[src/rtl/edge_pkg.sv]
// Shared types and constants for the frame address generator and its
// neighbouring pixel-buffer and filter controllers.
package edge_pkg;

  typedef enum logic [2:0] {
    IDLE  = 3'd0,
    LOAD  = 3'd1,
    RUN   = 3'd2,
    DRAIN = 3'd3,
    DONE  = 3'd4
  } fag_state_t;

  localparam int WORD_BYTES = 4;
  localparam int IDX_W      = 22;

endpackage

[src/rtl/word_counter.sv]
// Word index counter with synchronous clear and terminal compares against
// the frame's word total; used for both the read and write walks.
module word_counter
  import edge_pkg::*;
(
  input  logic             clk,
  input  logic             rst,
  input  logic             clear,
  input  logic             inc,
  input  logic [IDX_W-1:0] total,
  output logic [IDX_W-1:0] count,
  output logic             at_end,
  output logic             last
);

  always_ff @(posedge clk or posedge rst) begin
    if (rst) begin
      count <= '0;
    end else if (clear) begin
      count <= '0;
    end else if (inc) begin
      count <= count + IDX_W'(1);
    end
  end

  // last: the word currently indexed is the final one of the frame
  assign at_end = (count == total);
  assign last   = ((count + IDX_W'(1)) == total);

endmodule

[src/rtl/frame_addr_gen.sv]
// Walks a frame in raster order, issuing one word read per 4 packed pixels
// and one write per filtered result word; pulses done at frame end.
module frame_addr_gen
  import edge_pkg::*;
#(
  parameter int ADDRWIDTH  = 32,
  parameter int WORD_BYTES = edge_pkg::WORD_BYTES
) (
  input  logic                 ahb_hclk,
  input  logic                 rst,
  input  logic                 enable,
  input  logic [11:0]          width,
  input  logic [11:0]          height,
  input  logic [ADDRWIDTH-1:0] readStartAddress,
  input  logic [ADDRWIDTH-1:0] writeStartAddress,
  input  logic                 buf_full,
  output logic                 rd_req,
  output logic [ADDRWIDTH-1:0] rd_addr,
  input  logic                 rd_ack,
  input  logic                 res_valid,
  output logic                 res_ready,
  output logic                 wr_req,
  output logic [ADDRWIDTH-1:0] wr_addr,
  input  logic                 wr_ack,
  output logic                 busy,
  output logic                 done,
  output fag_state_t           state
);

  // Handshake: a transfer happens on any rising edge where req and ack are
  // both high; req and its address are held unchanged until that edge.

  fag_state_t       state_d;
  logic [23:0]      pixels;
  logic [IDX_W-1:0] total_calc;
  logic [IDX_W-1:0] total_words;
  logic [IDX_W-1:0] rd_idx;
  logic [IDX_W-1:0] wr_idx;
  logic             rd_at_end, rd_last, wr_at_end, wr_last;
  logic             rd_fire, wr_fire, rd_req_d, cnt_clear, wr_active;

  assign pixels     = 24'(width) * 24'(height);
  assign total_calc = IDX_W'((pixels + 24'd3) >> 2);
  assign rd_fire    = rd_req & rd_ack;
  assign wr_fire    = wr_req & wr_ack;
  assign cnt_clear  = (state == LOAD);
  assign wr_active  = (state == RUN) || (state == DRAIN);

  word_counter u_rd_cnt (
    .clk    (ahb_hclk),
    .rst    (rst),
    .clear  (cnt_clear),
    .inc    (rd_fire),
    .total  (total_words),
    .count  (rd_idx),
    .at_end (rd_at_end),
    .last   (rd_last)
  );

  word_counter u_wr_cnt (
    .clk    (ahb_hclk),
    .rst    (rst),
    .clear  (cnt_clear),
    .inc    (wr_fire),
    .total  (total_words),
    .count  (wr_idx),
    .at_end (wr_at_end),
    .last   (wr_last)
  );

  always_ff @(posedge ahb_hclk or posedge rst) begin
    if (rst) begin
      state       <= IDLE;
      rd_req      <= 1'b0;
      total_words <= '0;
    end else begin
      state  <= state_d;
      rd_req <= rd_req_d;
      if (state == LOAD) begin
        total_words <= total_calc;
      end
    end
  end

  always_comb begin
    state_d  = state;
    rd_req_d = 1'b0;
    case (state)
      IDLE:    if (enable) state_d = LOAD;
      LOAD:    state_d = (total_calc == '0) ? DONE : RUN;
      RUN: begin
        // The write side may already be finished; then skip DRAIN entirely.
        if (rd_fire && rd_last) begin
          state_d = (wr_at_end || (wr_fire && wr_last)) ? DONE : DRAIN;
        end
        if (rd_req && !rd_ack) begin
          rd_req_d = 1'b1;
        end else begin
          rd_req_d = !buf_full && (rd_fire ? !rd_last : !rd_at_end);
        end
      end
      DRAIN:   if (wr_fire && wr_last) state_d = DONE;
      DONE:    state_d = IDLE;
      default: state_d = IDLE;
    endcase
  end

  always_comb begin
    busy      = (state == LOAD) || (state == RUN) || (state == DRAIN);
    done      = (state == DONE);
    wr_req    = res_valid && wr_active && !wr_at_end;
    res_ready = wr_req && wr_ack;
    rd_addr   = '0;
    wr_addr   = '0;
    if (state == RUN) begin
      rd_addr = readStartAddress + ADDRWIDTH'(rd_idx) * ADDRWIDTH'(WORD_BYTES);
    end
    if (wr_active) begin
      wr_addr = writeStartAddress + ADDRWIDTH'(wr_idx) * ADDRWIDTH'(WORD_BYTES);
    end
  end

endmodule

[config.mk]
export PLATFORM = sky130hd
export DESIGN_NAME = frame_addr_gen
export DESIGN_NICKNAME = d
export VERILOG_FILES = /design/src/rtl/edge_pkg.sv /design/src/rtl/word_counter.sv /design/src/rtl/frame_addr_gen.sv
export SDC_FILE = /design/constraint.sdc
export NUM_CORES = 1
export LEC_CHECK = 0
export CAP_MARGIN = 20
export CORE_MARGIN = 2
export CORE_UTILIZATION = 40
export CTS_CLUSTER_DIAMETER = 150
export CTS_CLUSTER_SIZE = 16
export DETAILED_ROUTE_END_ITERATION = 6
export HOLD_SLACK_MARGIN = 0.1
export SYNTH_ARGS = -nofsm -noshare
export SYNTH_HDL_FRONTEND = slang
export SYNTH_SLANG_ARGS = --single-unit
export TNS_END_PERCENT = 50
[constraint.sdc]
create_clock -name ahb_hclk -period 5.1 [get_ports ahb_hclk]
set_input_delay 1.02 -clock ahb_hclk [delete_from_list [all_inputs] [get_ports ahb_hclk]]
set_output_delay 1.02 -clock ahb_hclk [all_outputs]
set_load 0.01 [all_outputs]
==> tab_implementation.tex <==
\begin{tabular}{lr}
\hline
Metric & Value \\
\hline
\multicolumn{2}{l}{\textbf{Synth}} \\
Share of async-settable or async-resettable flops after synthesis & 100.0\% \\
Post-synthesis net count & 1,834 \\
Mean area per synthesized cell & 7.969 um2 \\
Cell Area, Synth & 0.01216 mm2 \\
Top-area cell type share of the netlist area & 16.79\% \\
Dominant cells by area after synthesis & sky130\_fd\_sc\_hd\_\_fa\_1 17\%, sky130\_fd\_sc\_hd\_\_dfrtp\_1 14\%, sky130\_fd\_sc\_hd\_\_ha\_1 11\%, sky130\_fd\_sc\_hd\_\_nand2\_1 6.8\%, sky130\_fd\_sc\_hd\_\_xnor2\_1 6.6\% \\
Portion of the post-synthesis area used by sequential elements & 14.40\% \\
Seq cells post-synth & 70 \\
Ys flop type & sky130\_fd\_sc\_hd\_\_dfrtp\_1 \\
Number of standard cells after synthesis & 1,526 \\
Count of unique library cells instantiated by Yosys & 79 \\
Synth Warn \# & 0 \\
Biggest area consumer among synthesized cells & sky130\_fd\_sc\_hd\_\_fa\_1 \\
Number of enable flip-flop cells after synthesis & 0 \\
\multicolumn{2}{l}{\textbf{STA}} \\
Shortest clock period the worst path allows after layout & 5.765 ns \\
Remaining max-slew budget at the tightest pin & 43.70\% \\
Final count of pins violating max slew & 0 \\
Clock tree skew after final layout & 0.009565 ns \\
Final setup slack of the worst path & -0.6650 ns \\
Final-report setup violation count & 13 \\
Setup repair after global routing missed its margin & true \\
Final hold violation count & 0 \\
Max Clock Freq & 0.1735 GHz \\
Final worst-path cycle share & 113.0\% \\
Worst Max-Slew Pin Slew & 0.8414 ns \\
\multicolumn{2}{l}{\textbf{Finish}} \\
Ratio of cells with drive above 1 in the final layout & 24.84\% \\
Number of nets in the layout & 2,200 \\
Number of inserted diodes & 0 \\
Core utilization of the finished layout & 57.95\% \\
Synth-to-layout area growth & 42.00\% \\
Non-filler instance count after layout & 2,286 \\
\multicolumn{2}{l}{\textbf{Worst setup path}} \\
Worst reg2reg endpoint & state[1] \\
Arrival time of data at the critical path endpoint & 5.98 ns \\
Largest fanout on the critical path & 6 \\
Startpoint of the lowest-slack register-to-register path & u\_wr\_cnt.count[0] \\
Critical path class & in2reg \\
Type of element launching the critical path & input port \\
Worst Path Required & 5.32 ns \\
Element type at the critical path end & flip-flop \\
Setup slack, reg-to-reg & 1.38 ns \\
Worst reg2reg path depth & 10 \\
\multicolumn{2}{l}{\textbf{Floorplanning}} \\
Die Height & 178.4 um \\
Initial core utilization & 40.81\% \\
Width of the chip & 178.4 um \\
I/O pin cnt & 167 \\
Row count & 63 \\
Floorplan core area & 0.02980 mm2 \\
Die footprint & 0.03181 mm2 \\
\multicolumn{2}{l}{\textbf{Clocking}} \\
Hold Buf Count CTS & 0 \\
Clk slew on worst S/H paths & 0.05 ns \\
Total number of clock tree sinks & 70 \\
Total CTS buffers & 9 \\
Root buffer cell & sky130\_fd\_sc\_hd\_\_clkbuf\_16 \\
Clock insertion delay at the later pin of the skew report & 0.34 ns \\
Clock tree from TritonCTS & built \\
Buffer depth of the longest clock path & 2 \\
CTS HTree Levels & 3 \\
\multicolumn{2}{l}{\textbf{Pwr}} \\
Pint & 0.005287 W \\
Leakage power & 7.897 nW \\
Sequential fraction of design power & 10.4\% \\
Psw & 0.004236 W \\
Switching power as a share of total power & 44.48\% \\
Worst IR drop on VDD & 525.8 uV \\
Logic pwr share & 83.5\% \\
Total power per unit cell area & 551.5 mW/mm2 \\
Clock share of power & 6.0\% \\
\multicolumn{2}{l}{\textbf{Global routing}} \\
Pin count of the biggest net entering global routing & 50 \\
Via count of the first global-routing pass & 11,910 \\
Global-route wire length before repair & 58.55 mm \\
GRT Total Usage & 22.65\% \\
Overall overflow remaining after global route & 0 \\
Initial antenna violation count & 0 \\
\multicolumn{2}{l}{\textbf{Placement}} \\
Hpwl dp & 28.64 mm \\
\# port buffers & 166 \\
Worst slack at placement & -1.656 ns \\
Gp weighted congestion & 0.9189 \\
Cell count after placement & 2,216 \\
\multicolumn{2}{l}{\textbf{Routing}} \\
Routed vias/inst & 5.257 \\
Residual antenna-violating net count after detailed routing & 0 \\
Drt initial violations & 570 \\
DRT Wirelength & 35.98 mm \\
Iteration count of the initial detailed-routing pass & 7 \\
Number of remaining DRC errors & 0 \\
Via Count & 12,020 \\
Drt wl/cell & 15.74 um \\
\multicolumn{2}{l}{\textbf{Min path}} \\
Min-Delay Path Class & reg2reg \\
Min-Delay Path Depth & 2 \\
Hold Crit Endpoint & total\_words[17] \\
Worst hold start & total\_words[17] \\
\multicolumn{2}{l}{\textbf{Job}} \\
Maximum capacitance violations & 0 \\
\multicolumn{2}{l}{\textbf{Status}} \\
Outcome & complete, but fails checks \\
Failing checks & negative setup slack \\
\hline
\end{tabular}
-- cell usage after synthesis, types with 6 or more instances --
cell,number
sky130_fd_sc_hd__nand2_1,219
sky130_fd_sc_hd__nor2_1,131
sky130_fd_sc_hd__ha_1,111
sky130_fd_sc_hd__inv_1,107
sky130_fd_sc_hd__fa_1,102
sky130_fd_sc_hd__xnor2_1,92
sky130_fd_sc_hd__a21oi_1,75
sky130_fd_sc_hd__o21ai_0,72
sky130_fd_sc_hd__dfrtp_1,70
sky130_fd_sc_hd__xor2_1,63
sky130_fd_sc_hd__clkbuf_1,60
sky130_fd_sc_hd__and2_1,57
sky130_fd_sc_hd__nor3_1,38
sky130_fd_sc_hd__nand3_1,37
sky130_fd_sc_hd__a21o_1,26
sky130_fd_sc_hd__nand4_1,25
sky130_fd_sc_hd__and3_1,18
sky130_fd_sc_hd__or3_1,17
sky130_fd_sc_hd__nor4_1,15
sky130_fd_sc_hd__o21a_1,14
sky130_fd_sc_hd__a31oi_1,13
sky130_fd_sc_hd__nand2b_1,11
sky130_fd_sc_hd__nor2b_1,11
sky130_fd_sc_hd__nor3b_1,8
sky130_fd_sc_hd__o21bai_1,8
sky130_fd_sc_hd__nand3b_1,7
sky130_fd_sc_hd__mux2i_1,6
sky130_fd_sc_hd__o211ai_1,6
sky130_fd_sc_hd__or4b_2,6
-- worst max path at each step --
stage | to | slack, ns | from | cells after the start
floorplan | state[1] | -0.77 | width[10] | 19
global placement | state[1] | -1.49 | height[5] | 21
detailed placement | state[1] | -1.66 | height[5] | 21
CTS | state[1] | -0.66 | width[2] | 19
global route | state[2] | -0.82 | width[3] | 22
finish | state[1] | -0.67 | width[3] | 21
-- per-layer routing --
layer	vias up	global-route usage (%)	wire length, um
li1	5940	-	-
met1	5713	29.28	15960
met2	296	39.85	17550
met3	68	1.854	1367
met4	0	7.520	1106
met5	-	0	0
-- sequential cells by signal, summed over array words and instances, names as in the netlist --
name,cells
state,3
total_words,22
u_wr_cnt.count,22
u_rd_cnt.count,22
rd_req,1
-- critical path, stage by stage --
cell	delay, ns
sky130_fd_sc_hd__buf_8	0.09
sky130_fd_sc_hd__buf_12	0.13
sky130_fd_sc_hd__buf_6	0.10
sky130_fd_sc_hd__nand2_2	0.05
sky130_fd_sc_hd__fa_2	0.57
sky130_fd_sc_hd__fa_1	0.45
sky130_fd_sc_hd__fa_1	0.56
sky130_fd_sc_hd__fa_1	0.43
sky130_fd_sc_hd__fa_1	0.50
sky130_fd_sc_hd__inv_2	0.04
sky130_fd_sc_hd__ha_4	0.22
sky130_fd_sc_hd__a21o_1	0.22
sky130_fd_sc_hd__a2bb2oi_4	0.18
sky130_fd_sc_hd__o21ai_4	0.12
sky130_fd_sc_hd__buf_6	0.13
sky130_fd_sc_hd__a2111o_1	0.39
sky130_fd_sc_hd__nand2_2	0.10
sky130_fd_sc_hd__nand4_1	0.11
sky130_fd_sc_hd__nor4_2	0.23
sky130_fd_sc_hd__nand3_1	0.13
sky130_fd_sc_hd__a22o_1	0.23
-- layout make-up --
cell class,count,area [um2]
tap,390,488.0
inverter,107,401.6
fill,2677,12530
clock inverter,1,5.005
multi-input combinational,1279,10520
clock buffer,14,264.0
sequential,70,1752
timing repair buffer,425,3835
-- through the flow --
| step | power [W] | area (um2) | setup TNS, ns | hold WS, ns |
|---|---|---|---|---|
| after detailed placement | 0.007360 | 15770 | -28.33 | 0.5691 |
| after global placement | 0.007257 | 15770 | -26.35 | 0.5699 |
| after CTS | 0.009106 | 16960 | -3.419 | 0.5823 |
| final | 0.009523 | 17270 | -3.245 | 0.5878 |
| after floorplan | 0.004627 | 12530 | -2.274 | 0.5068 |
| after global routing | 0.01032 | 17270 | -5.886 | 0.6121 |
-- placed cells by master (no fill, tap or decap), types with 9 or more instances in the layout --
cell	count
sky130_fd_sc_hd__xor2_1	59
sky130_fd_sc_hd__dlygate4sd2_1	16
sky130_fd_sc_hd__o21ai_0	53
sky130_fd_sc_hd__o21a_1	13
sky130_fd_sc_hd__xnor2_1	89
sky130_fd_sc_hd__a21o_1	26
sky130_fd_sc_hd__buf_4	227
sky130_fd_sc_hd__ha_1	92
sky130_fd_sc_hd__clkdlybuf4s50_1	111
sky130_fd_sc_hd__nand2_1	191
sky130_fd_sc_hd__inv_2	11
sky130_fd_sc_hd__clkbuf_16	9
sky130_fd_sc_hd__nor4_1	13
sky130_fd_sc_hd__nand2b_1	11
sky130_fd_sc_hd__and3_1	15
sky130_fd_sc_hd__nand3_1	36
sky130_fd_sc_hd__and2_1	56
sky130_fd_sc_hd__nor3_1	36
sky130_fd_sc_hd__buf_6	25
sky130_fd_sc_hd__a21oi_2	14
sky130_fd_sc_hd__buf_12	10
sky130_fd_sc_hd__o21ai_2	13
sky130_fd_sc_hd__a31oi_1	9
sky130_fd_sc_hd__or3_1	16
sky130_fd_sc_hd__nor2b_1	11
sky130_fd_sc_hd__fa_2	15
sky130_fd_sc_hd__ha_4	15
sky130_fd_sc_hd__dfrtp_1	70
sky130_fd_sc_hd__nand4_1	25
sky130_fd_sc_hd__fa_1	87
sky130_fd_sc_hd__a21oi_1	60
sky130_fd_sc_hd__nor2_1	131
sky130_fd_sc_hd__inv_1	96
sky130_fd_sc_hd__nand2_2	22
-- timing repair --
item                                    in CTS  in global routing
endpoints found under the setup margin      44                 41
cloned                                       5                  0
gates resized for setup                    275                 73
buffers inserted                            43                 10
endpoints found under the hold margin        0                  0
pin swaps                                  103                 31
-- logic make-up (layout without fill, tap and decap cells) --
family,Yosys count,in the layout,share of synthesized area (%)
simple gates,633,633,25.74
compound gates,272,272,14.25
fa+ha+maj,213,213,28.21
buf+inv,177,547,5.731
xor+xnor,155,155,11.16
flops,70,70,14.40
mux,6,6,0.4939
-- power groups by stage --
stage	logic (W)	clock network, W	registers, W
after floorplan	0.00381	0	0.000821
after global placement	0.00626	0	0.000997
after detailed placement	0.00636	0	0.00100
after CTS	0.00753	0.000584	0.000993
after global routing	0.00870	0.000610	0.00101
final	0.00795	0.000576	0.000993
(Power assumes the default switching activity.)
